File: src/rtl/mult_pkg.sv
// Shared types and sizing helpers for the word-serial N x N multiplier.
package mult_pkg;

    localparam int W_DEFAULT = 32;
    localparam int K_DEFAULT = 16;

    typedef enum logic [1:0] {
        IDLE,
        MAC,
        DONE
    } state_t;

    function automatic int idx_w(input int n);
        return (n > 1) ? $clog2(n) : 1;
    endfunction

    function automatic int cnt_w(input int n);
        return $clog2(n + 1);
    endfunction

endpackage

File: src/rtl/mult_nxn_fast_fsm.sv
// Control FSM: walks word pairs (i, j) with j innermost, bounded by na/nb.
module mult_nxn_fast_fsm
    import mult_pkg::*;
#(
    parameter int N = 2,
    localparam int IW = idx_w(N),
    localparam int NW = cnt_w(N)
) (
    input  logic          clk,
    input  logic          reset_n,
    input  logic          start,
    input  logic [NW-1:0] na,
    input  logic [NW-1:0] nb,
    output logic          busy,
    output logic          done,
    output logic          clr_prod,
    output logic          upd_prod,
    output logic [IW-1:0] i,
    output logic [IW-1:0] j
);

    state_t        state_q;
    logic          busy_q;
    logic          done_q;
    logic [IW-1:0] i_q;
    logic [IW-1:0] j_q;
    logic          i_last;
    logic          j_last;

    assign i_last = (NW'(i_q) + NW'(1)) == na;
    assign j_last = (NW'(j_q) + NW'(1)) == nb;

    always_ff @(posedge clk or negedge reset_n) begin
        if (!reset_n) begin
            state_q <= IDLE;
            busy_q  <= 1'b0;
            done_q  <= 1'b0;
            i_q     <= '0;
            j_q     <= '0;
        end else begin
            unique case (state_q)
                IDLE: begin
                    if (start) begin
                        state_q <= MAC;
                        busy_q  <= 1'b1;
                        i_q     <= '0;
                        j_q     <= '0;
                    end
                end
                MAC: begin
                    if (j_last) begin
                        j_q <= '0;
                        if (i_last) begin
                            state_q <= DONE;
                            done_q  <= 1'b1;
                            i_q     <= '0;
                        end else begin
                            i_q <= i_q + IW'(1);
                        end
                    end else begin
                        j_q <= j_q + IW'(1);
                    end
                end
                DONE: begin
                    state_q <= IDLE;
                    busy_q  <= 1'b0;
                    done_q  <= 1'b0;
                end
                default: begin
                    state_q <= IDLE;
                    busy_q  <= 1'b0;
                    done_q  <= 1'b0;
                end
            endcase
        end
    end

    assign busy     = busy_q;
    assign done     = done_q;
    assign clr_prod = (state_q == IDLE) && start;
    assign upd_prod = (state_q == MAC);
    assign i        = i_q;
    assign j        = j_q;

endmodule

File: src/rtl/mult_nxn_fast.sv
// Word-serial unsigned multiplier: one K x K partial product per cycle,
// skipping word pairs above the highest nonzero word of either operand.
module mult_nxn_fast
    import mult_pkg::*;
#(
    parameter int W = W_DEFAULT,
    parameter int K = K_DEFAULT
) (
    input  logic           clk,
    input  logic           reset_n,
    input  logic           start,
    input  logic [W-1:0]   a,
    input  logic [W-1:0]   b,
    output logic           busy,
    output logic           done,
    output logic [2*W-1:0] product
);

    localparam int N  = W / K;
    localparam int IW = idx_w(N);
    localparam int NW = cnt_w(N);

    logic [W-1:0]   a_q;
    logic [W-1:0]   b_q;
    logic [NW-1:0]  na_q;
    logic [NW-1:0]  nb_q;
    logic [NW-1:0]  na_d;
    logic [NW-1:0]  nb_d;
    logic [2*W-1:0] prod_q;
    logic [2*W-1:0] prod_d;
    logic [K-1:0]   a_word;
    logic [K-1:0]   b_word;
    logic [2*K-1:0] pp;
    logic [2*W-1:0] term;
    logic           clr_prod;
    logic           upd_prod;
    logic [IW-1:0]  i;
    logic [IW-1:0]  j;

    mult_nxn_fast_fsm #(.N(N)) u_fsm (
        .clk      (clk),
        .reset_n  (reset_n),
        .start    (start),
        .na       (na_q),
        .nb       (nb_q),
        .busy     (busy),
        .done     (done),
        .clr_prod (clr_prod),
        .upd_prod (upd_prod),
        .i        (i),
        .j        (j)
    );

    // Active word count = index of highest nonzero word + 1 (1 for zero).
    always_comb begin
        na_d = NW'(1);
        nb_d = NW'(1);
        for (int k = 0; k < N; k++) begin
            if (a[k*K +: K] != '0) na_d = NW'(k + 1);
            if (b[k*K +: K] != '0) nb_d = NW'(k + 1);
        end
    end

    always_comb begin
        a_word = a_q[K*int'(i) +: K];
        b_word = b_q[K*int'(j) +: K];
        pp     = (2*K)'(a_word) * (2*K)'(b_word);
        term   = (2*W)'(pp) << (K * (int'(i) + int'(j)));
        prod_d = prod_q;
        if (clr_prod) begin
            prod_d = '0;
        end else if (upd_prod) begin
            prod_d = prod_q + term;
        end
    end

    always_ff @(posedge clk or negedge reset_n) begin
        if (!reset_n) begin
            a_q    <= '0;
            b_q    <= '0;
            na_q   <= NW'(1);
            nb_q   <= NW'(1);
            prod_q <= '0;
        end else begin
            prod_q <= prod_d;
            if (clr_prod) begin
                a_q  <= a;
                b_q  <= b;
                na_q <= na_d;
                nb_q <= nb_d;
            end
        end
    end

    assign product = prod_q;

endmodule
File: config.mk
export PLATFORM = sky130hd
export DESIGN_NAME = mult_nxn_fast
export DESIGN_NICKNAME = d
export VERILOG_FILES = /design/src/rtl/mult_pkg.sv /design/src/rtl/mult_nxn_fast_fsm.sv /design/src/rtl/mult_nxn_fast.sv
export SDC_FILE = /design/constraint.sdc
export NUM_CORES = 1
export LEC_CHECK = 0
export BUFFER_PORTS_ARGS = -buffer_cell sky130_fd_sc_hd__buf_2
export CORE_MARGIN = 2
export CORE_UTILIZATION = 49
export DETAILED_ROUTE_END_ITERATION = 8
export GPL_ROUTABILITY_DRIVEN = 0
export PLACE_DENSITY_LB_ADDON = 0.25
export SLEW_MARGIN = 10
export SYNTH_ARGS = -nofsm -noshare
export SYNTH_HDL_FRONTEND = slang
export SYNTH_SLANG_ARGS = --single-unit
File: constraint.sdc
create_clock -name clk -period 14.1 [get_ports clk]
set_clock_uncertainty 0.2 [all_clocks]
set_input_delay 0 -clock clk [delete_from_list [all_inputs] [get_ports clk]]
set_output_delay 0 -clock clk [all_outputs]
set_load 0.02 [all_outputs]
# Word level (Yosys, flattened, before mapping)
# Cells that the tools add are included.
[op_classes] eq_ne=6 bitwise_logic=2 shifts=3 reduce_logical=11 n_mul=1 add_sub_neg=6 muxes=19
[ops] operator="2-to-1 mux 64 bit" count=2
[ops] operator="adder 64 bit" count=1
[ops] operator="variable part select 32 x 6 -> 16 bit" count=2
[ops] operator="<< shifter 32 x 6 -> 64 bit" count=1
[ops] operator="multiplier 16 x 16 -> 32 bit" count=1
[ops] operator="nonzero test 16 bit" count=2
[ops] operator="2-to-1 mux 2 bit" count=5
[ops] operator="AND reduction 3 bit" count=3
[ops] operator="case mux 1 bit (2 select lines)" count=4
[ops] operator="2-to-1 mux 1 bit" count=7
[ops] operator="!= test 2 bit, second input constant" count=3
[ops] operator="adder 1 x 1 -> 2 bit, second input constant" count=2
[ops] operator="equality test 2 bit" count=2
[ops] operator="case mux 2 bit (2 select lines)" count=1
[ops] operator="AND reduction 2 bit" count=2
[ops] operator="nonzero test 2 bit" count=2
[ops] operator="adder 1 bit, second input constant" count=2
[ops] operator="adder 1 x 1 -> 2 bit" count=1
[ops] operator="equality test 2 x 1 -> 1 bit, second input constant" count=1
[ops] operator="zero test 2 bit" count=1
[ops] operator="inverter 1 bit" count=2
[ops] operator="logical AND 1 bit" count=1
[word_totals] out_inout_bits=66 word_cells=58 reg_bits=138 in_bits=67

# Logic depth before layout (Yosys ltp)
[logic_depth] depth_word=6 depth_mapped=42 mapped_depth_nobuf=38

# Modules after synthesis
# From an unflattened synthesis, not the netlist that was laid out.
[hier_totals] cells_unflattened=2040 area_unflattened_um2=18231.2
[modules_own_cells] mod="mult_nxn_fast" cells_each=2009 seq_area_each_um2=3305.7 area_each_um2=17909.7 n_inst=1
[modules_own_cells] mod="mult_nxn_fast_fsm" cells_each=31 seq_area_each_um2=150.1 area_each_um2=321.6 n_inst=1

# Worst setup path after synthesis
# OpenSTA, ideal clock, no wires.
[synth_timing] path_type="register to register" startpoint="reg u_fsm.j_q, in the netlist u_fsm.j" endpoint="reg prod_q[60], in the netlist product[60]" slack_ps=4463 t_arrival_ps=9305 stages_incl_launch_ff=39 setup_time_ps=131 n_path_buf=4 synth_period_minus_slack_ps=9637 path_cell_list="dfrtp_1 clkbuf_1 clkbuf_1 mux2i_1 clkbuf_1 nor2_1 fa_1 inv_1 fa_1 fa_1 inv_1 fa_1 fa_1 inv_1 fa_1 inv_1 ha_1 a21oi_1 [... 3 more ...] a21o_1 a211o_1 a221oi_1 xor2_1 o21ai_0 nor2b_1 ha_1 clkbuf_1 nand3_2 or4_1 a211oi_2 o21ai_1 a21oi_2 a41o_2 a221oi_4 o21ai_2 nor4_1 or3_1"
[synth_via] elab_chain_len=6
[synth_lines] item="start: declaration" line="mult_nxn_fast_fsm.sv:26" rtl="logic [IW-1:0] j_q;"
[synth_lines] item="start signal: assignment" line="mult_nxn_fast_fsm.sv:61" rtl="j_q <= j_q + IW'(1);"
[synth_lines] item="variable part select 32 x 6 -> 16 bit" line="mult_nxn_fast.sv:66" rtl="b_word = b_q[K*int'(j) +: K];"
[synth_lines] item="multiplier 16 x 16 -> 32 bit" line="mult_nxn_fast.sv:67" rtl="pp = (2*K)'(a_word) * (2*K)'(b_word);"
[synth_lines] item="<< shifter 32 x 6 -> 64 bit *" line="mult_nxn_fast.sv:68" rtl="term = (2*W)'(pp) << (K * (int'(i) + int'(j)));"
[synth_lines] item="adder 64 bit *" line="mult_nxn_fast.sv:73" rtl="prod_d = prod_q + term;"
[synth_lines] item="2-to-1 mux 64 bit *" line="mult_nxn_fast.sv:72" rtl="end else if (upd_prod) begin"
[synth_lines] item="2-to-1 mux 64 bit *" line="mult_nxn_fast.sv:70" rtl="if (clr_prod) begin"
[synth_lines] item="end signal: assignment" line="mult_nxn_fast.sv:85" rtl="prod_q <= prod_d;"
[synth_lines] item="end: declaration" line="mult_nxn_fast.sv:29" rtl="logic [2*W-1:0] prod_q;"
# Every way passes the cells marked *; elsewhere a longest branch is shown, timed or not. The select of a mux whose other input is x is not followed.
# A chain may end at the register's enable or synchronous reset.

# Final worst setup path
[layout_timing] startpoint="reg u_fsm.i_q, in the netlist u_fsm.i" endpoint="reg prod_q[42], in the netlist product[42]"
[layout_via] elab_chain_len=6
[layout_lines] item="start: declaration" line="mult_nxn_fast_fsm.sv:25" rtl="logic [IW-1:0] i_q;"
[layout_lines] item="start signal: assignment" line="mult_nxn_fast_fsm.sv:58" rtl="i_q <= i_q + IW'(1);"
[layout_lines] item="variable part select 32 x 6 -> 16 bit" line="mult_nxn_fast.sv:65" rtl="a_word = a_q[K*int'(i) +: K];"
[layout_lines] item="multiplier 16 x 16 -> 32 bit" line="mult_nxn_fast.sv:67"
[layout_lines] item="<< shifter 32 x 6 -> 64 bit *" line="mult_nxn_fast.sv:68"
[layout_lines] item="adder 64 bit *" line="mult_nxn_fast.sv:73"
[layout_lines] item="2-to-1 mux 64 bit *" line="mult_nxn_fast.sv:72"
[layout_lines] item="2-to-1 mux 64 bit *" line="mult_nxn_fast.sv:70"
# Marks and branches as above.

==> impl_metrics.toml <==
[status]
status = "complete, no violations"

[grt]
grt-ovfl-total = 0
grt_max_degree = 81
grt_pass1_wl_um = 88500
antenna_found_initial = 1
grt_pass1_vias = 16653
grt.total_usage_pct = 29.4

[final_layout]
drive_gt1_share_pct = 9.99
mostFrequentLayoutCells = "nand2_1, inv_1, fa_1, nor2_1, ha_1"
area.growth.synth_to_final_pct = 13.1
layout_commonest_cell = "nand2_1"
antenna_cells = 0
final_cells = 2861
post-route-util_pct = 56.3
multiInputGateArea_sq_um = 13500
n_fill_cell = 3314
fin_nets = 2810
seq_area_sq_um = 3460

[critical_path]
worstPathMaxFanout = 33
reg2reg_slack_ns = 2.93
r2r_cells = 36
crit_path_max_incr_delay_ns = 1.03
critPathLaunch = "u_fsm.i"
setup.worst_path.start_class = "flip-flop"
critPathCapture = "product[42]"
cp_slowest_cell = "mux2i_1"
worstPathArrival_ns = 11.27
regToRegStartpoint = "u_fsm.i"
crit_path_end_kind = "flip-flop"
r2r-end = "product[42]"
cp_data_required_time_ns = 14.20
path_class = "reg2reg"
path_common_cell = "fa_1"

[cts]
htreeDepth = 4
clk_latency_ns = 0.44
cts_buffers = 17
cts_tree = "yes"
cts_resized = 0
clk_pin_slew_ns = 0.07
cts.sinks = 138
cts_root_buffer = "clkbuf_16"
cts_max_path_buffers = 2

[floorplanning]
io_pins = 133
die_w_um = 197
core-area_sq_um = 36600
dieArea_sq_um = 38800
die_h_um = 197
initial_core_util_pct = 49.8
rows = 70

[placed_design]
dp.final_hpwl_um = 44300
io_buffers = 132
numPlacedInstances = 2761
dpl_worst_slack_ns = 3.27

[synthesis]
synth_edf_count = 0
ys_seq_area_share_pct = 18.9
synth_ff_type = "dfrtp_1"
yosys_register_bits = 138
synth_cells = 2222
synth_fp_nets = 2652
async_flop_share_pct = 100
synth.avg_cell_area_sq_um = 8.21
ys_types = 71
syn_area_sq_um = 18200
synth_warnings = 0

[drt]
wl_per_cell_um = 19.5
ant_nets = 0
routed_via_density = 5.82
vias = 16656
wirelength_um = 55800
firstDrtPassIters = 6
route.detailed.drc = 0
initialDrtViolationCount = 1478

[sta]
timing.slew.headroom_pct = 18.3
fin_crit_sh_pct = 79.2
drv_slew = 0
max_freq_mhz = 89.5
rsz0062_at_grt = "no"
finalHoldViolCount = 0
setup_viol = 0
finalSetupTns_ns = 0
tightest_slew_ns = 1.19
setup_slack_ns = 2.93
fin_crit_ns = 11.17

[hold_path]
hp-class = "in2reg"

[flow_run]
cap_violations = 0
-- synthesized netlist by cell type, drive strengths merged (29+ instances only) --
| cell type | count | share of area [%] |
|---|---|---|
| a21o | 37 | 1.5 |
| a21oi | 104 | 2.9 |
| clkbuf | 69 | 1.4 |
| dfrtp | 136 | 19 |
| fa | 195 | 21 |
| ha | 168 | 12 |
| inv | 269 | 5.5 |
| mux2 | 29 | 1.8 |
| mux2i | 39 | 2.1 |
| nand2 | 457 | 9.4 |
| nand3 | 34 | 0.96 |
| nor2 | 193 | 4.0 |
| o21ai | 117 | 3.2 |
| xnor2 | 44 | 2.1 |
| xor2 | 38 | 1.8 |
-- flip-flops by register name (all words and copies together), names as in the netlist, 2 cells and up --
signal	flops
product	64
nb_q	2
u_fsm.state_q	2
na_q	2
b_q	32
a_q	32
-- routing by layer --
layer	global-route usage (%)	part of all wire (%)	wire, um
met1	40.6	43	24000
met2	45.6	45	25300
met3	6.62	8.8	4890
met4	9.91	2.9	1610
met5	0	0.032	18
-- what timing repair did --
item | CTS | global route
hold buffers | 68 | 0
hold endpoints to repair | 127 | 0
setup buffers | 0 | 0
-- through the flow --
stage / instance area (sq um) / hold WS (ns)
final: 20600 / 0.0904
after global placement: 19300 / -0.175
after global routing: 20600 / 0.0962
after floorplan: 18200 / -0.496
after CTS: 20600 / 0.0683
after detailed placement: 19300 / -0.174
-- cell type report --
class | instances | area share, %
inverters | 269 | 4.90
repair buffers | 219 | 7.31
clock buffers | 21 | 2.18
multi-input cells | 1735 | 65.4
flip-flops and latches | 138 | 16.8
well taps | 468 | 2.84
clock inverters | 11 | 0.643
-- logic make-up (layout without fill, tap and decap cells) --
family | count (synthesis) | in the layout | share of synthesized area (%)
flip-flops | 138 | 138 | 18.9
AO/OA/AOI/OAI | 394 | 394 | 13.6
XOR/XNOR | 82 | 82 | 3.94
AND/OR/NAND/NOR | 828 | 828 | 19.4
adder cells (fa/ha/maj) | 363 | 363 | 32.9
buffers and inverters | 349 | 520 | 7.30
multiplexers | 68 | 68 | 3.93
-- worst min-delay path by stage --
stage	startpoint	to	slack [ns]	cells after the start
3_3_place_gp	reset_n	product[6]	-0.18	1
3_5_place_dp	reset_n	product[10]	-0.17	1
5_1_grt	b[6]	b_q[6]	0.1	4
6_report	a[2]	a_q[2]	0.09	4
4_1_cts	a[2]	a_q[2]	0.07	4
2_1_floorplan	reset_n	a_q[0]	-0.50	0
-- critical path: cells and delay by family, from the launching register on --
| family | cells | cell delay [ns] |
|---|---|---|
| AOI/OAI and AO/OA | 15 | 3.26 |
| buffers and inverters | 5 | 0.67 |
| DFF | 1 | 0.40 |
| adders and majority gates | 8 | 3.70 |
| xor gates and xnor gates | 2 | 0.58 |
| muxes | 1 | 1.03 |
| and+or+nand+nor | 5 | 1.14 |
Power is not shown: default switching activity piles up to over one toggle a cycle in this logic, so the estimate is an artifact.
